### config.mk
export PLATFORM = sky130hd
export DESIGN_NAME = mult_div_unit_flat
export DESIGN_NICKNAME = d
export VERILOG_FILES = /design/src/rtl/mdu_pkg.sv /design/src/rtl/mult_div_unit_if.sv /design/src/rtl/mdu_sign_fix.sv /design/src/rtl/mult_div_unit.sv /design/src/flat_wrapper.sv
export SDC_FILE = /design/constraint.sdc
export NUM_CORES = 1
export LEC_CHECK = 0
export CAP_MARGIN = 20
export CORE_ASPECT_RATIO = 0.8
export CORE_UTILIZATION = 35
export DETAILED_ROUTE_END_ITERATION = 7
export PLACE_DENSITY_LB_ADDON = 0.15
export SYNTH_ARGS = -nofsm -noshare
export SYNTH_HDL_FRONTEND = slang
export SYNTH_HIERARCHICAL = 1
export SYNTH_SLANG_ARGS = --single-unit
### constraint.sdc
create_clock -name clk -period 4.5 [get_ports clk]
set_input_delay 0.9 -clock clk [delete_from_list [all_inputs] [get_ports clk]]
set_output_delay 0.9 -clock clk [all_outputs]
set_load 0.01 [all_outputs]
### src/rtl/mdu_pkg.sv
// Shared definitions for the iterative multiply/divide unit.
// Holds the operation encodings, the FSM state enum and the datapath
// width/iteration constants. Also a pair of helpers that decode the
// operation select into "signed" and "divide" flags.
package mdu_pkg;

  localparam int WIDTH = 32;
  localparam int ITER  = 32;

  typedef enum logic [1:0] {
    OP_MULT  = 2'b00,
    OP_MULTU = 2'b01,
    OP_DIV   = 2'b10,
    OP_DIVU  = 2'b11
  } op_t;

  typedef enum logic [1:0] {
    IDLE = 2'd0,
    RUN  = 2'd1,
    FIX  = 2'd2
  } state_t;

  // MULT and DIV (op[0]==0) treat operands as two's complement.
  function automatic logic is_signed_op(input logic [1:0] op);
    return ~op[0];
  endfunction

  function automatic logic is_div_op(input logic [1:0] op);
    return op[1];
  endfunction

endpackage

### src/rtl/mult_div_unit_if.sv
// Execute-stage request/response bundle of the multiply/divide unit.
//
// Handshake: the master raises start for one cycle with op/a/b valid;
// the unit samples it on the rising edge only while busy=0 (start while
// busy=1 is ignored). busy stays high for the whole operation and done
// pulses for one cycle when the new HI/LO values are visible on hi/lo.
// hi_we/lo_we with wdata perform MTHI/MTLO and are honoured only when
// busy=0 and start=0.
//
// Signals: start, op[1:0], a, b, hi_we, lo_we, wdata (master -> unit);
//          busy, done, hi, lo (unit -> master).
interface mult_div_unit_if;
  import mdu_pkg::*;

  logic             start;
  logic [1:0]       op;
  logic [WIDTH-1:0] a;
  logic [WIDTH-1:0] b;
  logic             hi_we;
  logic             lo_we;
  logic [WIDTH-1:0] wdata;
  logic             busy;
  logic             done;
  logic [WIDTH-1:0] hi;
  logic [WIDTH-1:0] lo;

  modport master (
    output start, op, a, b, hi_we, lo_we, wdata,
    input  busy, done, hi, lo
  );

  modport slave (
    input  start, op, a, b, hi_we, lo_we, wdata,
    output busy, done, hi, lo
  );

endinterface

### src/rtl/mdu_sign_fix.sv
// Combinational conditional two's complement negate.
// Used both to turn signed operands into magnitudes and to apply the
// final sign to products, quotients and remainders.
// Ports: val (W bits in), neg (negate when 1), res (W bits out).
module mdu_sign_fix #(
  parameter int W = 32
) (
  input  logic [W-1:0] val,
  input  logic         neg,
  output logic [W-1:0] res
);

  assign res = neg ? (~val + W'(1)) : val;

endmodule

### src/rtl/mult_div_unit.sv
// Iterative multiply/divide unit (MULT, MULTU, DIV, DIVU) that owns the
// architectural HI/LO registers. One shift/add or shift/subtract step per
// cycle over a 64-bit accumulator, followed by a sign-correction cycle.
// Only WIDTH=32 with ITER=WIDTH is supported.
// Ports: clk, reset (sync, active high), bus (slave side of
//        mult_div_unit_if), dbg_state (current FSM state).
module mult_div_unit #(
  parameter int          WIDTH   = 32,
  parameter int          ITER    = 32,
  parameter logic [31:0] DIV0_LO = 32'hFFFF_FFFF
) (
  input  logic             clk,
  input  logic             reset,
  mult_div_unit_if.slave   bus,
  output mdu_pkg::state_t  dbg_state
);
  import mdu_pkg::*;

  localparam int CW = $clog2(ITER);

  state_t             state_q, state_d;
  logic [CW-1:0]      cnt_q;
  logic               is_div_q;
  logic               neg_res_q;   // quotient/product sign differs from magnitude
  logic               neg_rem_q;   // remainder follows dividend sign
  logic               div0_q;
  logic [WIDTH-1:0]   a_raw_q;     // kept for HI on divide-by-zero
  logic [WIDTH-1:0]   opb_q;       // multiplicand or divisor magnitude
  logic [2*WIDTH-1:0] acc_q;       // {acc, multiplier} or {remainder, quotient}
  logic [WIDTH-1:0]   hi_q, lo_q;
  logic               done_q;

  // Operand magnitudes at accept time.
  logic             a_neg, b_neg;
  logic [WIDTH-1:0] a_mag, b_mag;

  assign a_neg = is_signed_op(bus.op) & bus.a[WIDTH-1];
  assign b_neg = is_signed_op(bus.op) & bus.b[WIDTH-1];

  mdu_sign_fix #(.W(WIDTH)) u_abs_a (.val(bus.a), .neg(a_neg), .res(a_mag));
  mdu_sign_fix #(.W(WIDTH)) u_abs_b (.val(bus.b), .neg(b_neg), .res(b_mag));

  // Result sign correction.
  logic [2*WIDTH-1:0] prod_fix;
  logic [WIDTH-1:0]   quo_fix, rem_fix;

  mdu_sign_fix #(.W(2*WIDTH)) u_neg_prod (.val(acc_q), .neg(neg_res_q), .res(prod_fix));
  mdu_sign_fix #(.W(WIDTH)) u_neg_quo (.val(acc_q[WIDTH-1:0]), .neg(neg_res_q), .res(quo_fix));
  mdu_sign_fix #(.W(WIDTH)) u_neg_rem (.val(acc_q[2*WIDTH-1:WIDTH]), .neg(neg_rem_q), .res(rem_fix));

  // Multiply step: add multiplicand when the multiplier LSB is set, then
  // shift the whole {acc, multiplier} pair right with the carry.
  logic [WIDTH:0]     mul_sum;
  logic [2*WIDTH-1:0] mul_next;

  assign mul_sum  = {1'b0, acc_q[2*WIDTH-1:WIDTH]} + (acc_q[0] ? {1'b0, opb_q} : '0);
  assign mul_next = {mul_sum, acc_q[WIDTH-1:1]};

  // Divide step: shift {rem, quo} left one bit and subtract the divisor if
  // it fits. The trial value is 33 bits; after a successful subtract the
  // difference is below the divisor, so its low 32 bits are exact.
  logic [WIDTH:0]     div_trial;
  logic [WIDTH-1:0]   div_diff;
  logic               div_fits;
  logic [2*WIDTH-1:0] div_next;

  assign div_trial = acc_q[2*WIDTH-1:WIDTH-1];
  assign div_diff  = div_trial[WIDTH-1:0] - opb_q;
  assign div_fits  = div_trial >= {1'b0, opb_q};
  assign div_next  = div_fits ? {div_diff, acc_q[WIDTH-2:0], 1'b1}
                              : {div_trial[WIDTH-1:0], acc_q[WIDTH-2:0], 1'b0};

  logic last_iter;
  assign last_iter = (cnt_q == CW'(ITER - 1));

  // Next-state logic.
  always_comb begin
    state_d = state_q;
    case (state_q)
      IDLE:    if (bus.start) state_d = RUN;
      RUN:     if (last_iter) state_d = FIX;
      FIX:     state_d = IDLE;
      default: state_d = IDLE;
    endcase
  end

  always_ff @(posedge clk) begin
    if (reset) begin
      state_q <= IDLE;
    end else begin
      state_q <= state_d;
    end
  end

  // Datapath and HI/LO.
  always_ff @(posedge clk) begin
    if (reset) begin
      cnt_q     <= '0;
      is_div_q  <= 1'b0;
      neg_res_q <= 1'b0;
      neg_rem_q <= 1'b0;
      div0_q    <= 1'b0;
      a_raw_q   <= '0;
      opb_q     <= '0;
      acc_q     <= '0;
      hi_q      <= '0;
      lo_q      <= '0;
      done_q    <= 1'b0;
    end else begin
      done_q <= 1'b0;
      case (state_q)
        IDLE: begin
          if (bus.start) begin
            is_div_q  <= is_div_op(bus.op);
            neg_res_q <= a_neg ^ b_neg;
            neg_rem_q <= a_neg;
            div0_q    <= is_div_op(bus.op) && (bus.b == '0);
            a_raw_q   <= bus.a;
            cnt_q     <= '0;
            // Divide iterates on the dividend; multiply shifts the multiplier.
            if (is_div_op(bus.op)) begin
              acc_q <= {{WIDTH{1'b0}}, a_mag};
              opb_q <= b_mag;
            end else begin
              acc_q <= {{WIDTH{1'b0}}, b_mag};
              opb_q <= a_mag;
            end
          end else begin
            if (bus.hi_we) hi_q <= bus.wdata;
            if (bus.lo_we) lo_q <= bus.wdata;
          end
        end
        RUN: begin
          acc_q <= is_div_q ? div_next : mul_next;
          cnt_q <= cnt_q + CW'(1);
        end
        FIX: begin
          done_q <= 1'b1;
          if (div0_q) begin
            hi_q <= a_raw_q;
            lo_q <= DIV0_LO[WIDTH-1:0];
          end else if (is_div_q) begin
            hi_q <= rem_fix;
            lo_q <= quo_fix;
          end else begin
            hi_q <= prod_fix[2*WIDTH-1:WIDTH];
            lo_q <= prod_fix[WIDTH-1:0];
          end
        end
        default: ;
      endcase
    end
  end

  assign bus.busy  = (state_q != IDLE);
  assign bus.done  = done_q;
  assign bus.hi    = hi_q;
  assign bus.lo    = lo_q;
  assign dbg_state = state_q;

endmodule

### src/flat_wrapper.sv
// flat-port wrapper written by rule: the top's interface ports become plain ports
module mult_div_unit_flat import mdu_pkg::*;
#(
  parameter int          WIDTH   = 32,
  parameter int          ITER    = 32,
  parameter logic [31:0] DIV0_LO = 32'hFFFF_FFFF
)
  (clk, reset, dbg_state, bus_start, bus_op, bus_a, bus_b, bus_hi_we, bus_lo_we, bus_wdata, bus_busy, bus_done, bus_hi, bus_lo);
  mult_div_unit_if bus_i ();
  input  logic clk;
  input  logic reset;
  output mdu_pkg::state_t dbg_state;
  input wire logic [$bits(bus_i.start)-1:0] bus_start;
  input wire logic [$bits(bus_i.op)-1:0] bus_op;
  input wire logic [$bits(bus_i.a)-1:0] bus_a;
  input wire logic [$bits(bus_i.b)-1:0] bus_b;
  input wire logic [$bits(bus_i.hi_we)-1:0] bus_hi_we;
  input wire logic [$bits(bus_i.lo_we)-1:0] bus_lo_we;
  input wire logic [$bits(bus_i.wdata)-1:0] bus_wdata;
  output wire logic [$bits(bus_i.busy)-1:0] bus_busy;
  output wire logic [$bits(bus_i.done)-1:0] bus_done;
  output wire logic [$bits(bus_i.hi)-1:0] bus_hi;
  output wire logic [$bits(bus_i.lo)-1:0] bus_lo;
  assign bus_i.start = bus_start;
  assign bus_i.op = bus_op;
  assign bus_i.a = bus_a;
  assign bus_i.b = bus_b;
  assign bus_i.hi_we = bus_hi_we;
  assign bus_i.lo_we = bus_lo_we;
  assign bus_i.wdata = bus_wdata;
  assign bus_busy = bus_i.busy;
  assign bus_done = bus_i.done;
  assign bus_hi = bus_i.hi;
  assign bus_lo = bus_i.lo;
  mult_div_unit #(.WIDTH(WIDTH), .ITER(ITER), .DIV0_LO(DIV0_LO)) u_core (.clk(clk), .reset(reset), .bus(bus_i), .dbg_state(dbg_state));
endmodule
==> impl_metrics.toml <==
[clock_network]
clock-sinks = 204
tritoncts = "yes"
cts_hold_buffers = 0
post_cts_buffers = 0
cts_buffer_depth = 3
htree_levels = 1
cts-buffers-inserted = 26
ctsResizeCount = 0
cts-root-buf = "clkbuf_16"
clock_latency_ns = 0.57
clk_pin_slew_ns = 0.06

[sta]
rsz0062_at_grt = "false"
relSlewSlack_pct = 28.8
setup_viol = 0
skew_ns = 0.0355
tightest_slew_ns = 1.06
slew_violations = 0
hold_viol = 0
period_share_pct = 81.8
final.min_clock_period_ns = 3.68
fmax_mhz = 272
final.setup.tns_ns = 0

[worst_hold_path]
holdCritPathClass = "reg2reg"
hold_path.startpoint = "u_core/bus.lo[26]$_SDFFE_PP0P_"

[synth]
synth_fp_nets = 2575
ys_ff_latch = 204
postSynthCellCount = 2399
async_reset_ff_share_pct = 0
synth_top_area_share_pct = 21.8
synth.area.top_cells = "dfxtp_1 (22%), xnor2_1 (9.9%), mux2i_1 (7.4%), nand2_1 (6.3%), ha_1 (4.7%)"
synth-edff-count = 0
synth.avg_cell_area_um2 = 7.82
synth_common_cells = "nand2_1 (316), xnor2_1 (212), dfxtp_1 (204)"
synthFlopType = "dfxtp_1"
yosys.cell_count.top_type = "nand2_1"
synth_cell_types = 98
ys_seq_area_share_pct = 21.8
syn_area_um2 = 18800
synth_top_cell_by_area = "dfxtp_1"
yosys_warnings = 6

[routing]
routed_wl_mm = 77.2
drt_iter0_drc = 2028
routedWlPerCell_um = 24.0
vias = 19100
drc = 14
drtPass1Iterations = 7
vias_per_cell = 5.94
antenna_left = 0

[setup_path]
worst_setup_path_start_kind = "flop"
startpoint = "u_core/acc_q[0]$_SDFFE_PP0P_"
crit_slowest_cell = "dfxtp_1"
r2r_start = "u_core/acc_q[0]$_SDFFE_PP0P_"
cp.required_ns = 4.98
worstPathCellList = "and2_1 -> ha_1 -> inv_1 -> fa_1 -> nand2b_1 -> a21oi_2 -> o21ai_2 -> a211oi_2 -> o2111ai_1 -> a31oi_2 -> nand4_1 -> a221o_1 -> o31ai_1"
arrival_ns = 4.17
max_stage_delay_ns = 0.60
path_class = "reg2reg"
endpoint_kind = "flop"
cp_max_fo = 18

[grt]
grt_pass1_wl_mm = 115
grt_usage_pct = 27.6
busiest_layer = "met1"
use_met1_pct = 42.6
overflow = 0
use_met3_pct = 4.89
grt_use_met2_pct = 39.2
grt_max_degree = 95
grt_pass1_vias = 17900
antenna_found_initial = 0

[cells_and_area]
nNetsFinal = 2680
utilization_pct = 42.2
syn_to_final_growth_pct = 18.5
drive_gt1_share_pct = 9.47

[flow_run]
max_cap_violations = 0

[die]
rows = 75
io_pins = 171
die_area_um2 = 54600
dieHeight_um = 209
die_w_um = 261
core_area_um2 = 52700
initial_core_util_pct = 35.6

[pwr]
power_density_nw_per_um2 = 297
irDropWorstVdd_mv = 0.279
p_leak_nw = 8.13

[status]
violations = "design-rule violations"
outcome = "finished with violations"

[place]
dp_hpwl_mm = 59.8
numPortBuffers = 170
gp_congestion = 0.965
==> worst paths after layout <==
kind | cells past startpoint | to | slack [ns]
worst max-delay path | 13 | u_core/acc_q[63]$_SDFFE_PP0P_ | 0.82
worst min-delay path | 2 | u_core/bus.lo[26]$_SDFFE_PP0P_ | 0.46
worst max register to register | 13 | u_core/acc_q[63]$_SDFFE_PP0P_ | 0.82
worst min register to register | 2 | u_core/bus.lo[26]$_SDFFE_PP0P_ | 0.46
==> sequential cells by signal, summed over array words and instances, names as in the netlist <==
register          flops
u_core/a_raw_q       32
u_core/acc_q         64
u_core/bus.done       1
u_core/bus.hi        32
u_core/bus.lo        32
u_core/cnt_q          5
u_core/dbg_state      2
u_core/div0_q         1
u_core/is_div_q       1
u_core/neg_rem_q      1
u_core/neg_res_q      1
u_core/opb_q         32
==> metal layers <==
layer / routed length (um) / vias to the layer above
met5: 0 / -
met2: 31200 / 724
met3: 5750 / 81
met4: 1680 / 0
li1: - / 9066
met1: 38600 / 9250
==> kinds of logic after synthesis <==
logic type,count (synthesis),share of synthesized area (%)
and+or+nand+nor,786,21.6
AOI/OAI and AO/OA,713,27.0
xor gates and xnor gates,229,10.7
buffers and inverters,223,4.73
DFF,204,21.8
muxes,171,9.33
adders and majority gates,73,4.95
==> metrics by stage <==
stage	power, mW	cells	worst slack (ns)	cell area (um2)	hold slack [ns]
global route	6.86	3217	0.492	22200	0.473
floorplan	3.41	2399	1.20	18800	0.429
finish	6.61	3218	0.818	22200	0.456
CTS	6.59	3216	0.849	22200	0.456
global placement	4.23	3168	0.795	21300	0.445
detailed placement	4.25	3168	0.781	21300	0.448
==> critical path, delay by kind of cell, from the launching register on <==
| kind | cells | cell delay (ns) |
|---|---|---|
| DFF | 1 | 0.60 |
| buffers and inverters | 1 | 0.07 |
| AOI/OAI and AO/OA | 7 | 1.85 |
| and+or+nand+nor | 3 | 0.55 |
| adders and majority gates | 2 | 0.56 |
==> cells in the final DEF, fill, tap and decap left out, types with 35 or more instances in the layout <==
| cell type | count |
|---|---|
| a211oi_1 | 112 |
| a21oi_1 | 144 |
| and2_1 | 37 |
| buf_4 | 67 |
| clkdlybuf4s50_1 | 168 |
| dfxtp_1 | 201 |
| ha_1 | 71 |
| inv_1 | 59 |
| mux2i_1 | 139 |
| nand2_1 | 316 |
| nand3_1 | 35 |
| nor2_1 | 167 |
| o21ai_0 | 147 |
| o221ai_1 | 36 |
| o31ai_1 | 53 |
| xnor2_1 | 212 |
==> power by group <==
part	internal, mW	switching (mW)
Clock	1.43	0.913
Combinational	0.836	1.29
Sequential	1.93	0.207
==> layout make-up <==
type	instances	area, um2
fillers	5452	30500
inverters	61	229
repair buffers	239	2260
clock buffers	36	739
diodes	1	2.50
flip-flops and latches	204	4090
clock inverters	12	194
multi-input cells	1972	13800
well taps	693	867
Power figures use the tool's default switching activity.
